### src/rtl/rx_fifo_pkg.sv
// Shared types and defaults for the UART receive byte FIFO.
// RX_FIFO_ERR_TAG_EN adds a per-entry error tag bit to rx_entry_t.
package rx_fifo_pkg;

    localparam int BYTE_W            = 8;
    localparam int DEFAULT_DEPTH     = 8;
    localparam int DEFAULT_ERR_CNT_W = 8;

    typedef struct packed {
`ifdef RX_FIFO_ERR_TAG_EN
        logic              err;
`endif
        logic [BYTE_W-1:0] data;
    } rx_entry_t;

endpackage

### src/rtl/rx_fifo_mem.sv
// FIFO storage: DEPTH x rx_entry_t registers, one synchronous write port and
// one asynchronous read port. Storage is intentionally not reset.
module rx_fifo_mem
    import rx_fifo_pkg::*;
#(
    parameter int DEPTH = DEFAULT_DEPTH,
    parameter int AW    = $clog2(DEPTH)
) (
    input  logic            clk,
    input  logic            we,
    input  logic [AW-1:0]   waddr,
    input  rx_entry_t       wdata,
    input  logic [AW-1:0]   raddr,
    output rx_entry_t       rdata
);

    rx_entry_t mem [DEPTH];

    always_ff @(posedge clk) begin
        if (we) begin
            mem[waddr] <= wdata;
        end
    end

    assign rdata = mem[raddr];

endmodule

### src/rtl/rx_byte_fifo.sv
// Receive byte buffer behind the UART receiver: edge-detected capture, error
// screening, show-ahead FIFO, sticky overflow and saturating bad-frame count.
// Optional feature macro: RX_FIFO_ERR_TAG_EN (store bad frames with a tag).
module rx_byte_fifo
    import rx_fifo_pkg::*;
#(
    parameter int DEPTH     = DEFAULT_DEPTH,
    parameter int ERR_CNT_W = DEFAULT_ERR_CNT_W
) (
    input  logic                     clk,
    input  logic                     rst,
    input  logic [BYTE_W-1:0]        P_DATA,
    input  logic                     data_valid,
    input  logic                     par_err,
    input  logic                     stop_err,
    input  logic                     rd_ready,
    input  logic                     ovf_clr,
    output logic [BYTE_W-1:0]        rd_data,
    output logic                     rd_valid,
    output logic                     rd_err,
    output logic [$clog2(DEPTH):0]   count,
    output logic                     overflow,
    output logic [ERR_CNT_W-1:0]     err_cnt
);

    localparam int AW = $clog2(DEPTH);
    localparam int CW = AW + 1;

`ifdef RX_FIFO_ERR_TAG_EN
    localparam logic TAG_MODE = 1'b1;
`else
    localparam logic TAG_MODE = 1'b0;
`endif

    logic          dv_q;
    logic          frame;
    logic          bad;
    logic          push_req;
    logic          push;
    logic          pop;
    logic          full;
    logic [AW-1:0] wr_ptr;
    logic [AW-1:0] rd_ptr;
    rx_entry_t     wr_entry;
    rx_entry_t     rd_entry;

    assign frame    = data_valid & ~dv_q;
    assign bad      = par_err | stop_err;
    assign push_req = frame & (~bad | TAG_MODE);
    assign full     = (count == CW'(DEPTH));
    assign rd_valid = (count != '0);
    assign pop      = rd_valid & rd_ready;
    // A full FIFO still takes a byte when the head leaves in the same cycle.
    assign push     = push_req & (~full | pop);

    always_comb begin
        wr_entry      = '0;
        wr_entry.data = P_DATA;
`ifdef RX_FIFO_ERR_TAG_EN
        wr_entry.err  = bad;
`endif
    end

    rx_fifo_mem #(
        .DEPTH (DEPTH),
        .AW    (AW)
    ) u_mem (
        .clk   (clk),
        .we    (push),
        .waddr (wr_ptr),
        .wdata (wr_entry),
        .raddr (rd_ptr),
        .rdata (rd_entry)
    );

    assign rd_data = rd_entry.data;
`ifdef RX_FIFO_ERR_TAG_EN
    // Gated so the tag reads 0 out of reset even though storage is not reset.
    assign rd_err = rd_valid & rd_entry.err;
`else
    assign rd_err = 1'b0;
`endif

    always_ff @(posedge clk or negedge rst) begin
        if (!rst) begin
            dv_q     <= 1'b1;
            wr_ptr   <= '0;
            rd_ptr   <= '0;
            count    <= '0;
            overflow <= 1'b0;
            err_cnt  <= '0;
        end else begin
            dv_q <= data_valid;
            if (push) begin
                wr_ptr <= wr_ptr + AW'(1);
            end
            if (pop) begin
                rd_ptr <= rd_ptr + AW'(1);
            end
            case ({push, pop})
                2'b10:   count <= count + CW'(1);
                2'b01:   count <= count - CW'(1);
                default: count <= count;
            endcase
            if (push_req && !push) begin
                overflow <= 1'b1;
            end else if (ovf_clr) begin
                overflow <= 1'b0;
            end
            if (frame && bad && (err_cnt != '1)) begin
                err_cnt <= err_cnt + ERR_CNT_W'(1);
            end
        end
    end

endmodule
### config.mk
export PLATFORM = sky130hd
export DESIGN_NAME = rx_byte_fifo
export DESIGN_NICKNAME = d
export VERILOG_FILES = /design/src/rtl/rx_fifo_pkg.sv /design/src/rtl/rx_fifo_mem.sv /design/src/rtl/rx_byte_fifo.sv
export SDC_FILE = /design/constraint.sdc
export NUM_CORES = 1
export LEC_CHECK = 0
export BUFFER_PORTS_ARGS = -buffer_cell sky130_fd_sc_hd__buf_2
export CAP_MARGIN = 20
export CORE_MARGIN = 2
export CORE_UTILIZATION = 52
export DETAILED_ROUTE_END_ITERATION = 7
export GPL_ROUTABILITY_DRIVEN = 0
export GPL_TIMING_DRIVEN = 1
export PLACE_DENSITY = 0.75
export SYNTH_ARGS = -nofsm -noshare
export SYNTH_HDL_FRONTEND = slang
export SYNTH_SLANG_ARGS = --single-unit
### constraint.sdc
create_clock -name clk -period 2.45 [get_ports clk]
set_clock_uncertainty 0.1 [all_clocks]
set_input_delay 0.3675 -clock clk [delete_from_list [all_inputs] [get_ports clk]]
set_output_delay 0.3675 -clock clk [all_outputs]
set_load 0.005 [all_outputs]
==> results of run 1 <==
-- path summary, 6_finish.rpt --
path | from | endpoint | slack [ps] | cells past startpoint
max | rd_ptr[0] | rd_data[6] | 90 | 4
min | ovf_clr | overflow | 110 | 2
min reg2reg | overflow | overflow | 430 | 2
max in group asynchronous | rst | dv_q | 1480 | 2
min in group asynchronous | rst | err_cnt[6] | 420 | 2
max reg2reg | dv_q | count[3] | 110 | 9
-- metal layers --
layer / share of wire, % / track usage (%)
met4: 1.6 / 6.49
met1: 45 / 23.2
met3: 2.8 / 3.66
met2: 51 / 29.6
met5: 0 / 0
-- through the flow --
stage | utilization, % | TNS [ps] | std cells
2_1_floorplan | - | 0 | 199
3_3_place_gp | 61.4 | -43.2 | 330
3_5_place_dp | 61.4 | -113 | 330
4_1_cts | 65.3 | 0 | 347
5_1_grt | 65.9 | 0 | 347
6_report | 65.9 | 0 | 347
-- critical path: cells and delay by family, from the launching register on --
family                 cells  cell delay [ps]
buffers and inverters      2              370
multiplexers               2              820
flip-flops                 1              360
-- registers in the layout, indices dropped and copies added, names as in the netlist --
signal     flops
overflow       1
wr_ptr         3
u_mem.mem     64
dv_q           1
count          4
rd_ptr         3
err_cnt        8
-- placed cells by master (no fill, tap or decap), types with 4 or more instances in the layout --
cell type / count
sky130_fd_sc_hd__buf_2: 36
sky130_fd_sc_hd__buf_4: 23
sky130_fd_sc_hd__clkbuf_8: 9
sky130_fd_sc_hd__dfrtp_1: 19
sky130_fd_sc_hd__edfxtp_1: 64
sky130_fd_sc_hd__ha_1: 4
sky130_fd_sc_hd__inv_1: 6
sky130_fd_sc_hd__mux2_2: 12
sky130_fd_sc_hd__mux4_2: 16
sky130_fd_sc_hd__nand2_1: 8
sky130_fd_sc_hd__nand2b_1: 6
sky130_fd_sc_hd__nand3_1: 6
sky130_fd_sc_hd__nor2_1: 10
sky130_fd_sc_hd__xnor2_1: 7
-- cell families (layout without fill, tap and decap cells) --
logic type | count (synthesis) | in the layout
AOI/OAI and AO/OA | 9 | 9
xor gates and xnor gates | 10 | 10
DFF | 84 | 84
muxes | 30 | 30
adders and majority gates | 7 | 7
buffers and inverters | 13 | 84
other | 1 | 1
and+or+nand+nor | 45 | 45
-- layout make-up --
cell class                      instances  area share, %
Sequential cell                        84           57.3
Multi-Input combinational cell        102           25.2
Timing Repair Buffer                   61           9.05
Clock buffer                           11           3.10
Clock inverter                          5           2.54
Tap cell                               77           2.28
Inverter                                7          0.621
-- report_power, final --
group | internal (mW) | switching [mW] | total, mW
Combinational | 0.785 | 0.542 | 1.33
Sequential | 1.68 | 0.225 | 1.91
Clock | 0.684 | 0.477 | 1.16
Total | 3.15 | 1.24 | 4.40
-- repair_timing --
action | CTS | global route
setup endpoints to repair | 1 | 1
endpoints found under the hold margin | 19 | 0
buffers inserted | 0 | 0
pin swaps | 0 | 2
gates resized for setup | 1 | 8
hold buffers | 1 | 0
==> impl_metrics.py, run 1 <==
metrics = {
    "outcome": {
        "run_status": "complete, no violations",
    },
    "logic_synthesis": {
        "synthesis.nets": 221,
        "largest_family_of_logic_cells_by_synthesized_area": "multiplexers",
        "compound_cell_area_share_of_the_yosys_netlist_pct": 1.83,
        "synth-xor-area-share_pct": 2.51,
        "largest_area_contributor_in_the_netlist": "sky130_fd_sc_hd__edfxtp_1",
        "synth_cell_types": 37,
        "yosys_register_bits": 84,
        "syn_avg_cell_area_um2": 17.6,
        "synthSimpleGateAreaFrac_pct": 6.84,
        "postSynth.asyncResetShare_pct": 23.8,
        "yosys_warnings": 0,
        "synth-adder-area-share_pct": 2.72,
        "ys_seq_area_share_pct": 69.4,
        "netlist_instances": 199,
        "synth_largest_type_area_fraction_pct": 55.0,
        "count_of_flip_flops_with_a_built_in_enable_after_synthesis": 64,
        "synthTopCellsByArea": "sky130_fd_sc_hd__edfxtp_1 55%, sky130_fd_sc_hd__dfrtp_1 14%, sky130_fd_sc_hd__mux4_2 10%, sky130_fd_sc_hd__mux2_2 3.9%, sky130_fd_sc_hd__ha_1 2.1%",
        "synth_ff_type": "sky130_fd_sc_hd__edfxtp_1",
        "synth.most_common_cell": "sky130_fd_sc_hd__edfxtp_1",
        "post_synth_mux_area_share_pct": 14.8,
        "synth.top_cells.by_count": "64 x sky130_fd_sc_hd__edfxtp_1, 19 x sky130_fd_sc_hd__dfrtp_1, 16 x sky130_fd_sc_hd__mux4_2",
        "mappedNetlistArea_mm2": 0.00349,
    },
    "die": {
        "dieHeight_um": 86.0,
        "design.die.area_mm2": 0.00739,
        "placeableCoreArea_mm2": 0.00642,
        "fp.dieW_um": 86.0,
        "io_pins": 38,
        "start_util_pct": 54.4,
        "floorplan.rows": 29,
    },
    "sta": {
        "shortest_period_the_worst_path_allows_ps": 2360,
        "hold_slack_ps": 111,
        "unrepaired_setup_endpoints_after_global_routing": "false",
        "hold_viol_final": 0,
        "timing.slew.headroom_pct": 65.4,
        "final.setup.worst_slack_ps": 92.2,
        "max_clock_freq_mhz": 424,
        "worst_pin_slew_ps": 519,
        "finalMaxSlewViolations": 0,
        "fin_crit_sh_pct": 96.2,
        "finalSetupViolations": 0,
    },
    "final_layout": {
        "syn2layout_area_growth_pct": 21.1,
        "antennaDiodeCount": 0,
        "design.final.nets": 287,
        "sequential_cell_area_mm2": 0.00242,
        "design_area_mm2": 0.00423,
        "multi_input_comb_area_mm2": 0.00106,
        "layout_cell_share_with_drive_strength_beyond_1_pct": 43.3,
        "layout.filler_cells": 461,
    },
    "drt": {
        "route.vias.total": 1867,
        "drt_pass1_iterations": 4,
        "route.detailed.vias_per_inst": 5.38,
        "postRouteAntennaNets": 0,
        "drtIter0Drc": 130,
        "drc_errors": 0,
        "drt-wirelength-per-cell_um": 17.2,
        "routed_wirelength_mm": 5.97,
    },
    "clock_tree": {
        "cts-htree-levels": 3,
        "tritoncts": "yes",
        "clock_sinks": 84,
        "cts_buffers": 9,
        "cts_root_buf": "sky130_fd_sc_hd__clkbuf_8",
        "clkSlewWorstSetupHoldPaths_ps": 80,
        "worst_skew_pair.late_latency_ps": 340,
        "clk_path_buf_depth": 2,
    },
    "grt": {
        "track_usage_pct": 17.7,
        "globalRoute.totalOverflow": 0,
        "antenna_found_initial": 0,
        "grt_max_degree": 21,
        "first_global_vias": 1892,
        "grt_pass1_wl_mm": 9.66,
    },
    "placement": {
        "place_hpwl_mm": 4.16,
        "worst_setup_slack_before_clock_tree_synthesis_ps": -113,
        "buffer_ports.inserted": 36,
        "placement.cell_area_mm2": 0.00394,
    },
    "worst_setup_path": {
        "critPathLaunchType": "flip-flop",
        "timing.critical_path.fanout_max": 10,
        "crit_arrival_ps": 1890,
        "critPathCaptureType": "primary output",
        "worstPathCellList": "buf_4 > mux4_2 > mux2_2 > buf_2",
        "critical-path-max-stage-delay_ps": 540,
        "critPathSlowestCell": "sky130_fd_sc_hd__mux4_2",
        "required_ps": 1980,
        "path_class": "flip-flop to primary output",
    },
    "worst_hold_path": {
        "worst_hold_path_type": "primary input to flip-flop",
    },
    "run": {
        "timing.max_cap.violations": 0,
    },
    "pwr": {
        "cellPowerDensity_mw_per_mm2": 1040,
        "vdd.ir_drop.worst_mv": 0.538,
        "static_leakage_nw": 1.59,
        "total_power_mw": 4.40,
    },
}
No activity file was read; power rests on OpenSTA's default activity.
==> inputs of run 2 (changes only) <==
==> constraint.sdc (replaced) <==
create_clock -name clk -period 2.45 [get_ports clk]
set_clock_uncertainty 0.1 [all_clocks]
set_input_delay 0.49 -clock clk [delete_from_list [all_inputs] [get_ports clk]]
set_output_delay 0.49 -clock clk [all_outputs]
set_load 0.005 [all_outputs]
==> impl_metrics.py, run 2 (synthesis results as in run 1) <==
metrics = {
    "sta": {
        "shortest_period_the_worst_path_allows_ps": 2450,
        "timing.slew.headroom_pct": 63.3,
        "final_total_negative_setup_slack_ps": 0,
        "fin_crit_sh_pct": 100,
        "max_clock_freq_mhz": 408,
        "finalMaxSlewViolations": 0,
        "hold_viol_final": 0,
        "worst_pin_slew_ps": 550,
        "finalSetupViolations": 0,
        "unrepaired_setup_endpoints_after_global_routing": "true",
    },
    "die": {
        "io_pins": 38,
        "fp.dieW_um": 86.0,
        "floorplan.rows": 29,
        "design.die.area_mm2": 0.00739,
        "start_util_pct": 54.4,
        "placeableCoreArea_mm2": 0.00642,
        "dieHeight_um": 86.0,
    },
    "grt": {
        "grt_max_degree": 21,
        "grt_pass1_wl_mm": 9.92,
        "antenna_found_initial": 0,
        "globalRoute.totalOverflow": 0,
        "first_global_vias": 1987,
        "track_usage_pct": 18.5,
    },
    "final_layout": {
        "flip_flop_count_of_the_largest_register_after_layout": 64,
        "syn2layout_area_growth_pct": 21.2,
        "regMostFlops": "u_mem.mem",
        "design_area_mm2": 0.00424,
        "top_regs": "u_mem.mem x64, err_cnt x8, count x4",
        "leading_cell_type_in_the_layout_fill_and_taps_excluded": "sky130_fd_sc_hd__edfxtp_1",
        "top_library_cells_by_usage_in_the_layout_fill_and_taps_aside": "64 x sky130_fd_sc_hd__edfxtp_1, 33 x sky130_fd_sc_hd__buf_2, 26 x sky130_fd_sc_hd__buf_4, 18 x sky130_fd_sc_hd__dfrtp_1, 16 x sky130_fd_sc_hd__mux4_2",
        "design.final.nets": 291,
        "antennaDiodeCount": 0,
        "layout.filler_cells": 459,
        "final_util_pct": 65.9,
        "layout_cell_share_with_drive_strength_beyond_1_pct": 43.8,
    },
    "drt": {
        "drc_errors": 0,
        "route.detailed.vias_per_inst": 5.53,
        "route.vias.total": 1941,
        "drtIter0Drc": 152,
        "drt-wirelength-per-cell_um": 17.5,
        "drt_pass1_iterations": 4,
        "routed_wirelength_mm": 6.16,
        "postRouteAntennaNets": 0,
    },
    "clock_tree": {
        "cts-htree-levels": 3,
        "clock_sinks": 84,
        "cts_root_buf": "sky130_fd_sc_hd__clkbuf_8",
        "worst_skew_pair.late_latency_ps": 350,
        "cts_buffers": 9,
        "clkSlewWorstSetupHoldPaths_ps": 80,
        "tritoncts": "yes",
        "clk_path_buf_depth": 2,
    },
    "placement": {
        "buffer_ports.inserted": 36,
        "placement.cell_area_mm2": 0.00398,
        "place_hpwl_mm": 4.24,
    },
    "worst_setup_path": {
        "critical-path-max-stage-delay_ps": 500,
        "critPathCaptureType": "primary output",
        "crit_arrival_ps": 1860,
        "crit_start": "rd_ptr[0]",
        "path_class": "flip-flop to primary output",
        "critPathLaunchType": "flip-flop",
        "critPathSlowestCell": "sky130_fd_sc_hd__mux4_2",
        "crit-reg2reg-launch": "dv_q",
        "worstPathCellList": "clkbuf_16 > mux4_2 > mux2_2 > buf_2",
        "timing.critical_path.fanout_max": 8,
        "required_ps": 1860,
    },
    "pwr": {
        "vdd.ir_drop.worst_mv": 0.752,
        "cellPowerDensity_mw_per_mm2": 996,
        "static_leakage_nw": 1.60,
        "total_power_mw": 4.22,
    },
    "outcome": {
        "run_status": "complete, no violations",
    },
    "worst_hold_path": {
        "worst_hold_path_type": "primary input to flip-flop",
        "worst_hold_start": "ovf_clr",
    },
    "run": {
        "timing.max_cap.violations": 0,
    },
}
==> run 2: cell types whose count changed in the layout (fill, tap and decap cells not counted), sizes merged <==
cell,previous run,this run
bufinv,3,0
buf,60,63
clkinv,1,2
clkinvlp,0,3
==> run 2: per-stage QoR <==
stage | worst slack [ps] | hold slack [ps] | instances
after floorplan | -13.4 | 94.4 | 199
after global placement | -73.0 | 364 | 331
after detailed placement | -119 | 362 | 331
after CTS | -37.3 | 209 | 349
after global routing | -67.9 | 217 | 351
final | 0.597 | 223 | 351
==> run 2: metal layers <==
layer  routed length [um]  track usage, %
met4                  134            9.09
met5                    0               0
met2                 3140            29.7
met3                  210            3.85
met1                 2670            24.0
==> run 2: layout make-up <==
type	instances	area [um2]	share of cell area, %
clock buffers	10	128	3.01
inverters	7	26.3	0.620
well taps	77	96.3	2.27
clock inverters	6	38.8	0.916
repair buffers	65	449	10.6
flip-flops and latches	84	2420	57.3
multi-input cells	102	1070	25.3
==> run 2: repair_timing <==
item / CTS / global route
hold endpoints to repair: 19 / 0
hold buffers: 1 / 0
endpoints found under the setup margin: 8 / 9
pin swaps: 0 / 0
setup buffers: 1 / 1
gates resized for setup: 4 / 5
cloned: 0 / 1
==> run 2: path summary, 6_finish.rpt <==
kind / end / cells past startpoint / slack, ps
worst max-delay path: rd_data[3] / 4 / 0.6
worst min-delay path: overflow / 2 / 220
worst max register to register: count[3] / 9 / 120
worst min register to register: overflow / 2 / 430
max in group asynchronous: rd_ptr[0] / 2 / 1380
min in group asynchronous: count[2] / 2 / 520
==> run 2: power breakdown <==
part | switching [mW] | leakage (nW) | internal (mW)
clock network | 0.477 | 0.0740 | 0.365
logic | 0.568 | 0.701 | 0.897
registers | 0.224 | 0.820 | 1.69
total | 1.27 | 1.60 | 2.95
==> run 2: critical path, delay by kind of cell, from the launching register on <==
| family | cells | cell delay, ps |
|---|---|---|
| buf+inv | 2 | 310 |
| flops | 1 | 430 |
| mux | 2 | 770 |
==> inputs of run 3 (changes only) <==
Settings changed: BUFFER_PORTS_ARGS -buffer_cell sky130_fd_sc_hd__buf_2 to -buffer_cell sky130_fd_sc_hd__clkbuf_2, CELL_PAD_IN_SITES_DETAIL_PLACEMENT set to 1, CELL_PAD_IN_SITES_GLOBAL_PLACEMENT set to 1, CORE_UTILIZATION 52 to 44, PLACE_DENSITY 0.75 to not set, PLACE_DENSITY_LB_ADDON set to 0.1.
==> impl_metrics.py, run 3 (synthesis results as in run 1) <==
metrics = {
    "final_layout": {
        "design.final.nets": 285,
        "flip_flop_count_of_the_largest_register_after_layout": 64,
        "design_area_mm2": 0.00423,
        "leading_cell_type_in_the_layout_fill_and_taps_excluded": "sky130_fd_sc_hd__edfxtp_1",
        "top_regs": "u_mem.mem x64, err_cnt x8, count x4",
        "layout.filler_cells": 745,
        "syn2layout_area_growth_pct": 21.0,
        "final_util_pct": 54.7,
        "regMostFlops": "u_mem.mem",
        "antennaDiodeCount": 0,
        "layout_cell_share_with_drive_strength_beyond_1_pct": 42.9,
        "top_library_cells_by_usage_in_the_layout_fill_and_taps_aside": "64 x sky130_fd_sc_hd__edfxtp_1, 36 x sky130_fd_sc_hd__clkbuf_2, 21 x sky130_fd_sc_hd__buf_4, 19 x sky130_fd_sc_hd__dfrtp_1, 16 x sky130_fd_sc_hd__mux4_2",
    },
    "sta": {
        "timing.slew.headroom_pct": 63.9,
        "unrepaired_setup_endpoints_after_global_routing": "true",
        "hold_viol_final": 0,
        "finalSetupViolations": 0,
        "shortest_period_the_worst_path_allows_ps": 2440,
        "final_total_negative_setup_slack_ps": 0,
        "finalMaxSlewViolations": 0,
        "fin_crit_sh_pct": 99.5,
        "worst_pin_slew_ps": 541,
        "max_clock_freq_mhz": 410,
    },
    "drt": {
        "route.vias.total": 1939,
        "routed_wirelength_mm": 6.88,
        "drc_errors": 0,
        "drtIter0Drc": 90,
        "postRouteAntennaNets": 0,
        "drt_pass1_iterations": 4,
        "drt-wirelength-per-cell_um": 18.6,
        "route.detailed.vias_per_inst": 5.24,
    },
    "run": {
        "timing.max_cap.violations": 0,
    },
    "pwr": {
        "cellPowerDensity_mw_per_mm2": 1020,
        "vdd.ir_drop.worst_mv": 0.526,
        "static_leakage_nw": 1.58,
    },
    "worst_setup_path": {
        "critPathLaunchType": "flip-flop",
        "critPathCaptureType": "primary output",
        "timing.critical_path.fanout_max": 17,
        "path_class": "flip-flop to primary output",
        "crit_arrival_ps": 1850,
        "required_ps": 1860,
    },
    "die": {
        "start_util_pct": 45.2,
        "placeableCoreArea_mm2": 0.00773,
        "floorplan.rows": 32,
        "dieHeight_um": 93.1,
        "io_pins": 38,
        "fp.dieW_um": 93.1,
        "design.die.area_mm2": 0.00867,
    },
    "grt": {
        "antenna_found_initial": 0,
        "first_global_vias": 2121,
        "grt_max_degree": 21,
        "grt_pass1_wl_mm": 11.2,
        "globalRoute.totalOverflow": 0,
        "track_usage_pct": 17.9,
    },
    "clock_tree": {
        "cts_buffers": 9,
        "cts-htree-levels": 3,
        "clk_path_buf_depth": 2,
        "clock_sinks": 84,
        "clkSlewWorstSetupHoldPaths_ps": 80,
        "cts_hold_buf": 0,
        "worst_skew_pair.late_latency_ps": 350,
        "tritoncts": "yes",
        "cts_root_buf": "sky130_fd_sc_hd__clkbuf_8",
    },
    "placement": {
        "buffer_ports.inserted": 36,
        "place_hpwl_mm": 4.80,
        "placement.cell_area_mm2": 0.00400,
    },
    "outcome": {
        "run_status": "complete, no violations",
    },
    "worst_hold_path": {
        "worst_hold_path_type": "primary input to async pin",
    },
}
[run 3: cell types whose count changed in the layout (fill, tap and decap cells not counted), sizes merged]
cell | previous run | this run
clkinvlp | 3 | 0
dlygate4sd3 | 1 | 0
clkbuf | 11 | 45
buf | 63 | 23
clkinv | 2 | 4
bufinv | 0 | 2
[run 3: layout make-up]
class / instances / area [um2] / area share, %
Sequential cell: 84 / 2420 / 57.3
Timing Repair Buffer: 59 / 378 / 8.94
Tap cell: 102 / 128 / 3.02
Inverter: 7 / 26.3 / 0.621
Multi-Input combinational cell: 102 / 1060 / 25.0
Clock buffer: 9 / 124 / 2.93
Clock inverter: 7 / 90.1 / 2.13
[run 3: path summary, 6_finish.rpt]
path / to / slack, ps / cells after the start / from
min in group clk: overflow / 230 / 2 / ovf_clr
worst max-delay path: rd_data[0] / 10 / 4 / rd_ptr[0]
worst max register to register: count[3] / 120 / 9 / dv_q
worst min-delay path: err_cnt[6] / 0.1 / 1 / rst
max in group asynchronous: dv_q / 1880 / 1 / rst
worst min register to register: err_cnt[0] / 440 / 1 / err_cnt[0]
[run 3: per-stage QoR]
stage | setup slack [ps] | power (mW) | hold WS [ps] | instances
floorplan | -13.4 | 2.79 | 94.4 | 199
global placement | -41.1 | 3.27 | 399 | 353
detailed placement | -93.5 | 3.32 | 394 | 353
CTS | -35.0 | 4.40 | 11.6 | 370
global route | -75.6 | 4.62 | 33.0 | 370
finish | 12.0 | 4.33 | 0.105 | 370
[run 3: repair_timing]
action	CTS	global route
resized for setup	1	1
cloned	0	0
setup endpoints to repair	7	9
buffers inserted	1	0
[run 3: critical path: stages, from the launching register on]
cell and delay (ps):
sky130_fd_sc_hd__dfrtp_1 380, sky130_fd_sc_hd__buf_12 190, sky130_fd_sc_hd__mux4_2 530, sky130_fd_sc_hd__mux2_4 270
sky130_fd_sc_hd__clkbuf_2 110
[run 3: where the power goes]
| group | leakage, nW | internal, mW | switching [mW] |
|---|---|---|---|
| Combinational | 0.653 | 0.813 | 0.582 |
| Clock | 0.109 | 0.571 | 0.488 |
| Sequential | 0.821 | 1.68 | 0.193 |
[run 3: routing by layer]
metal / global-route usage (%) / vias up / share of wire (%)
met5: 0 / - / 0
met4: 7.48 / 0 / 1.8
met3: 3.38 / 8 / 3.2
met2: 30.2 / 42 / 52
met1: 22.8 / 1001 / 43
li1: - / 888 / -
